File: config.mk
export PLATFORM = sky130hd
export DESIGN_NAME = pipelined_addsub
export DESIGN_NICKNAME = d
export VERILOG_FILES = /design/src/rtl/addsub_pkg.sv /design/src/rtl/adder_segment.sv /design/src/rtl/pipelined_addsub.sv
export SDC_FILE = /design/constraint.sdc
export NUM_CORES = 1
export LEC_CHECK = 0
export ABC_AREA = 1
export BUFFER_PORTS_ARGS = -buffer_cell sky130_fd_sc_hd__buf_2
export CORE_AREA = 2 2 146 105
export DETAILED_ROUTE_END_ITERATION = 7
export DIE_AREA = 0 0 148 107
export GPL_TIMING_DRIVEN = 0
export PLACE_DENSITY = 0.79
export SLEW_MARGIN = 0
export SYNTH_ARGS = -nofsm -noshare
export SYNTH_HDL_FRONTEND = slang
export SYNTH_SLANG_ARGS = --single-unit
File: constraint.sdc
create_clock -name clk -period 6.9 [get_ports clk]
set_input_delay 0.345 -clock clk [delete_from_list [all_inputs] [get_ports clk]]
set_output_delay 0.345 -clock clk [all_outputs]
set_load 0.005 [all_outputs]
File: src/rtl/addsub_pkg.sv
// Shared types and constant helpers for the pipelined adder/subtractor.
package addsub_pkg;

    typedef enum logic [1:0] {
        OP_ADD  = 2'b00,
        OP_SUB  = 2'b01,
        OP_ADDS = 2'b10,
        OP_SUBS = 2'b11
    } op_e;

    // Widest operand the constant helpers below can describe.
    localparam int MAX_WIDTH = 256;

    function automatic int seg_width(input int width, input int stages);
        return width / stages;
    endfunction

    function automatic logic [MAX_WIDTH-1:0] signed_max(input int width);
        logic [MAX_WIDTH-1:0] r;
        r = (MAX_WIDTH'(1) << (width - 1)) - MAX_WIDTH'(1);
        return r;
    endfunction

    function automatic logic [MAX_WIDTH-1:0] signed_min(input int width);
        logic [MAX_WIDTH-1:0] r;
        r = MAX_WIDTH'(1) << (width - 1);
        return r;
    endfunction

    function automatic logic is_sub(input op_e op);
        return (op == OP_SUB) || (op == OP_SUBS);
    endfunction

    function automatic logic is_sat(input op_e op);
        return (op == OP_ADDS) || (op == OP_SUBS);
    endfunction

endpackage

File: src/rtl/adder_segment.sv
// One carry-chain segment: SEG-bit ripple add with carry-in, carry-out and the
// carry into the segment MSB (used to cross-check signed overflow).
module adder_segment
    import addsub_pkg::*;
#(
    parameter int SEG = 8
) (
    input  logic [SEG-1:0] a,
    input  logic [SEG-1:0] b,
    input  logic           cin,
    output logic [SEG-1:0] sum,
    output logic           cout,
    output logic           c_msb_in
);
    logic [SEG:0] full;

    always_comb begin
        full     = {1'b0, a} + {1'b0, b} + {{SEG{1'b0}}, cin};
        sum      = full[SEG-1:0];
        cout     = full[SEG];
        // sum = a ^ b ^ carry_in at every bit, so the MSB carry-in falls out directly
        c_msb_in = full[SEG-1] ^ a[SEG-1] ^ b[SEG-1];
    end

endmodule

File: src/rtl/pipelined_addsub.sv
// Skewed-pipeline signed adder/subtractor: the carry chain is cut into STAGES
// segments, one register per segment, with valid/ready backpressure and saturation.
module pipelined_addsub
    import addsub_pkg::*;
#(
    parameter int WIDTH  = 32,
    parameter int STAGES = 4
) (
    input  logic                    clk,
    input  logic                    rst,
    input  logic                    in_valid,
    output logic                    in_ready,
    input  logic signed [WIDTH-1:0] i_1,
    input  logic signed [WIDTH-1:0] i_2,
    input  logic [1:0]              op,
    output logic                    out_valid,
    input  logic                    out_ready,
    output logic signed [WIDTH-1:0] o,
    output logic                    zero_flag,
    output logic                    overflow_flag,
    output logic                    carry_flag
);
    localparam int SEG  = seg_width(WIDTH, STAGES);
    localparam int LAST = STAGES - 1;
    localparam int MSB  = WIDTH - 1;
    localparam logic signed [WIDTH-1:0] SAT_MAX = WIDTH'(signed_max(WIDTH));
    localparam logic signed [WIDTH-1:0] SAT_MIN = WIDTH'(signed_min(WIDTH));

    if (WIDTH < 2 || WIDTH > MAX_WIDTH || STAGES < 1 || (WIDTH % STAGES) != 0) begin : g_param_check
        $error("pipelined_addsub: WIDTH must be >= 2 and a multiple of STAGES >= 1");
    end

    logic adv;

    // x_* is what stage k sees: the ports for k == 0, the previous register otherwise
    logic [WIDTH-1:0] x_a  [STAGES];
    logic [WIDTH-1:0] x_b  [STAGES];
    logic [WIDTH-1:0] x_s  [STAGES];
    logic             x_c  [STAGES];
    op_e              x_op [STAGES];
    logic             x_v  [STAGES];

    logic [SEG-1:0]   seg_sum  [STAGES];
    logic             seg_cout [STAGES];
    logic             seg_cmsb [STAGES];

    // Stage registers; entry LAST is superseded by the output register below
    logic [WIDTH-1:0] a_d   [STAGES];
    logic [WIDTH-1:0] a_q   [STAGES];
    logic [WIDTH-1:0] b_d   [STAGES];
    logic [WIDTH-1:0] b_q   [STAGES];
    logic [WIDTH-1:0] s_d   [STAGES];
    logic [WIDTH-1:0] s_q   [STAGES];
    logic             c_d   [STAGES];
    logic             c_q   [STAGES];
    op_e              op_d  [STAGES];
    op_e              op_q  [STAGES];
    logic             vld_d [STAGES];
    logic             vld_q [STAGES];

    logic [WIDTH-1:0]        fin_sum;
    logic [WIDTH-1:0]        fin_res;
    logic                    fin_ovf;
    logic                    out_valid_d, out_valid_q;
    logic signed [WIDTH-1:0] o_d, o_q;
    logic                    zero_d, zero_q;
    logic                    ovf_d, ovf_q;
    logic                    carry_d, carry_q;

    assign adv           = !out_valid_q || out_ready;
    assign in_ready      = adv;
    assign out_valid     = out_valid_q;
    assign o             = o_q;
    assign zero_flag     = zero_q;
    assign overflow_flag = ovf_q;
    assign carry_flag    = carry_q;

    // ---- stage inputs: subtract enters as A + ~B + 1 ----
    always_comb begin
        x_a[0]  = i_1;
        x_b[0]  = is_sub(op_e'(op)) ? ~i_2 : i_2;
        x_s[0]  = '0;
        x_c[0]  = is_sub(op_e'(op));
        x_op[0] = op_e'(op);
        x_v[0]  = in_valid;
        for (int k = 1; k < STAGES; k++) begin
            x_a[k]  = a_q[k-1];
            x_b[k]  = b_q[k-1];
            x_s[k]  = s_q[k-1];
            x_c[k]  = c_q[k-1];
            x_op[k] = op_q[k-1];
            x_v[k]  = vld_q[k-1];
        end
    end

    for (genvar k = 0; k < STAGES; k++) begin : g_seg
        adder_segment #(
            .SEG(SEG)
        ) u_seg (
            .a        (x_a[k][k*SEG +: SEG]),
            .b        (x_b[k][k*SEG +: SEG]),
            .cin      (x_c[k]),
            .sum      (seg_sum[k]),
            .cout     (seg_cout[k]),
            .c_msb_in (seg_cmsb[k])
        );
    end

    // ---- stage registers: every stage holds as one while the output is stalled ----
    always_comb begin
        for (int k = 0; k < STAGES; k++) begin
            a_d[k]   = a_q[k];
            b_d[k]   = b_q[k];
            s_d[k]   = s_q[k];
            c_d[k]   = c_q[k];
            op_d[k]  = op_q[k];
            vld_d[k] = vld_q[k];
            if (adv) begin
                a_d[k]   = x_a[k];
                b_d[k]   = x_b[k];
                s_d[k]   = x_s[k];
                s_d[k][k*SEG +: SEG] = seg_sum[k];
                c_d[k]   = seg_cout[k];
                op_d[k]  = x_op[k];
                vld_d[k] = x_v[k];
            end
        end
    end

    // ---- final stage: overflow, saturation and flags, loaded only by valid beats ----
    always_comb begin
        fin_sum = x_s[LAST];
        fin_sum[LAST*SEG +: SEG] = seg_sum[LAST];
        fin_ovf = (x_a[LAST][MSB] == x_b[LAST][MSB]) && (fin_sum[MSB] != x_a[LAST][MSB]);
        fin_res = fin_sum;
        if (is_sat(x_op[LAST]) && fin_ovf) begin
            fin_res = x_a[LAST][MSB] ? SAT_MIN : SAT_MAX;
        end

        out_valid_d = out_valid_q;
        o_d         = o_q;
        zero_d      = zero_q;
        ovf_d       = ovf_q;
        carry_d     = carry_q;
        if (adv) begin
            out_valid_d = x_v[LAST];
            if (x_v[LAST]) begin
                o_d     = fin_res;
                zero_d  = (fin_res == '0);
                ovf_d   = fin_ovf;
                carry_d = seg_cout[LAST];
            end
        end
    end

    always_ff @(posedge clk or posedge rst) begin
        if (rst) begin
            for (int k = 0; k < STAGES; k++) begin
                vld_q[k] <= 1'b0;
            end
            out_valid_q <= 1'b0;
            o_q         <= '0;
            zero_q      <= 1'b0;
            ovf_q       <= 1'b0;
            carry_q     <= 1'b0;
        end else begin
            for (int k = 0; k < STAGES; k++) begin
                vld_q[k] <= vld_d[k];
            end
            out_valid_q <= out_valid_d;
            o_q         <= o_d;
            zero_q      <= zero_d;
            ovf_q       <= ovf_d;
            carry_q     <= carry_d;
        end
    end

    always_ff @(posedge clk) begin
        for (int k = 0; k < STAGES; k++) begin
            a_q[k]  <= a_d[k];
            b_q[k]  <= b_d[k];
            s_q[k]  <= s_d[k];
            c_q[k]  <= c_d[k];
            op_q[k] <= op_d[k];
        end
        // the sign-rule overflow must agree with carry-in xor carry-out of the MSB
        if (adv && x_v[LAST]) begin
            assert (fin_ovf == (seg_cout[LAST] ^ seg_cmsb[LAST]));
        end
    end

endmodule

==> results_dict.tcl <==
set metrics [dict create \
    outcome "completed" \
    drv_cap 0 \
    h-tree-depth 4 \
    die_w_um 148 \
    synthCells 587 \
    hpwl_um 10200 \
    seq_area_frac_synth 0.699 \
    grt-ovfl-total 0 \
    hold_buffers 0 \
    syn2layout_area_growth_pct 18.0 \
    crit_path_start_kind "input port" \
    slew_viol_final 0 \
    rows 37 \
    reg2reg_from "a_q[2][29]" \
    relSlewSlack 0.429 \
    hold_viol_final 0 \
    routabilityCongestion 0.885 \
    cp_data_arrival_time_ps 2670 \
    clock.fmax_ghz 0.403 \
    ys_ff_latch 189 \
    cp.required_ps 7090 \
    ff2ff_setup_slack_ps 4510 \
    start_util 0.543 \
    die-area_um2 15800 \
    groute.usage.overall 0.198 \
    yosys_warnings 0 \
    drtPass1Iterations 5 \
    cts_buffers 17 \
    synth_edf_count 150 \
    die_h_um 107 \
    path_clk_slew_ps 70 \
    avgSynthCellArea_um2 13.4 \
    synthFlopType "edfxtp_1" \
    cts_resized 0 \
    reg2reg_depth 12 \
    crit_fanout 10 \
    layout.nets 817 \
    async_reset_ff_frac 0.206 \
    ir_drop_uv 191 \
    cts_setup_buffers 0 \
    drive_above_1_share 0.218 \
    finClkSkew_ps 12.5 \
    drtIter0Drc 403 \
    first_global_vias 4786 \
    syn_nets 692 \
    io_buffers 105 \
    drt_wl_total_um 14600 \
    dpl_cell_area_um2 8640 \
    worstSkewPairLatency_ps 440 \
    cp-endpoint "s_q[0][7]" \
    rsz0062_at_grt "no" \
    cts.sinks 189 \
    drc 0 \
    syn-cell-area_um2 7840 \
    fin_tns_setup_ps 0 \
    power_density_nw_per_um2 460 \
    path_class "input port to register" \
    fin_area_um2 9250 \
    antenna_found_initial 0 \
    wl_per_cell_um 15.9 \
    num_vias 4715 \
    timing.rr.end "o[5]" \
    antenna_cells 0 \
    setup_viol 0 \
    core-area_um2 14400 \
    worst_pin_slew_ps 857 \
    io_pins 107 \
    crit_path_end_kind "register" \
    hp-class "input port to async pin" \
    fin_crit_sh 0.359 \
    clock-root-buffer "clkbuf_16" \
    viasPerCell 5.13 \
    cts_buffer_depth 2 \
    ys_types 36 \
    grt_pass1_wl_um 23900 \
    period_needed_ps 2480 \
    cp-startpoint "op[0]" \
    grt_max_degree 91 \
    leakage_nw 4.07 \
    cts_tree "yes" \
    final_antenna_net_count 0 \
]
[power breakdown]
part / switching [mW] / internal (mW) / total [mW]
Clock: 0.443 / 0.548 / 0.990
Sequential: 0.190 / 1.77 / 1.96
Combinational: 0.828 / 0.468 / 1.30
[worst max-delay path, stage by stage]
cell	delay (ps)
clkbuf_1	190
clkbuf_1	540
xor2_1	150
ha_1	360
a21oi_1	150
o21ai_0	140
nand2_1	90
nand2_1	50
a21oi_1	180
o21ai_0	130
a21oi_1	180
inv_1	60
nand2_1	50
nand2_1	60
[sequential cells by signal, indices dropped and copies added (netlist names), 3 cells and up]
register	cells
a_q	48
o	32
vld_q	3
op_q	3
s_q	48
b_q	48
c_q	3
[layer usage]
metal,global-route usage,up-vias,wire length (um)
met1,0.255,2232,6300
met5,0,-,0
met3,0.0549,32,888
met4,0.0776,0,377
met2,0.323,192,7070
li1,-,2259,-
[final cells by class]
| class | instances | area (um2) |
|---|---|---|
| Buffer | 12 | 62.6 |
| Clock buffer | 17 | 425 |
| Clock inverter | 15 | 180 |
| Fill cell | 1066 | 5200 |
| Inverter | 54 | 208 |
| Multi-Input combinational cell | 332 | 2090 |
| Sequential cell | 189 | 5480 |
| Tap cell | 195 | 244 |
| Timing Repair Buffer | 106 | 553 |
[how the worst min path moves through the flow]
stage	to	slack [ps]	cells after the start
after global routing	a_q[0][15]	60	1
after CTS	a_q[0][15]	70	1
after global placement	b_q[1][23]	400	0
after detailed placement	b_q[1][24]	400	0
final	o[19]	60	2
after floorplan	a_q[1][16]	400	0
[synth_stat cells, drive strengths merged, types with 2 or more instances]
| library cell | n | area share |
|---|---|---|
| ha | 28 | 0.045 |
| xor2 | 49 | 0.055 |
| nand4 | 5 | 0.0067 |
| nor2 | 45 | 0.022 |
| buf | 4 | 0.0042 |
| and2 | 2 | 0.0016 |
| a31oi | 2 | 0.0016 |
| nand2 | 102 | 0.052 |
| xnor2 | 3 | 0.0034 |
| a21o | 2 | 0.0019 |
| fa | 7 | 0.018 |
| o21ai | 36 | 0.023 |
| dfrtp | 39 | 0.12 |
| a21oi | 28 | 0.020 |
| edfxtp | 150 | 0.57 |
| nand3 | 17 | 0.012 |
| inv | 53 | 0.025 |
| clkbuf | 8 | 0.0038 |
[layout by cell type (no fill, tap or decap), types with 2 or more instances in the layout]
cell type,count
inv_2,2
nand4_1,3
clkbuf_16,17
a21oi_2,2
dfrtp_1,39
inv_6,4
a21oi_1,25
nor2_1,44
buf_6,2
a31oi_1,2
o21ai_0,32
a21o_1,2
buf_2,107
bufinv_16,2
fa_1,7
inv_1,50
clkinv_4,3
nand3_2,2
xor2_1,49
ha_1,28
nand2_1,97
xnor2_1,3
clkinv_2,2
nand3_1,15
clkbuf_1,8
and2_1,2
nand2_4,2
edfxtp_1,150
nand2_2,3
o21ai_1,4
inv_8,3
[through the flow]
step / hold WS (ps) / util / power (mW) / std cells / worst slack [ps]
after global routing: 59.1 / 0.640 / 4.51 / 920 / 4130
after floorplan: 400 / - / 2.80 / 587 / 2920
after global placement: 404 / 0.596 / 3.19 / 887 / 1530
after CTS: 65.2 / 0.640 / 4.26 / 920 / 4430
final: 58.9 / 0.640 / 4.25 / 920 / 4420
after detailed placement: 405 / 0.598 / 3.25 / 888 / 3980
[logic make-up after synthesis]
logic type,count (synthesis),share of synthesized area
AO/OA/AOI/OAI,71,0.0498
XOR/XNOR,52,0.0581
adder cells (fa/ha/maj),35,0.0626
buffers and inverters,66,0.0338
flip-flops,189,0.699
AND/OR/NAND/NOR,174,0.0964
Power figures use the tool's default switching activity.
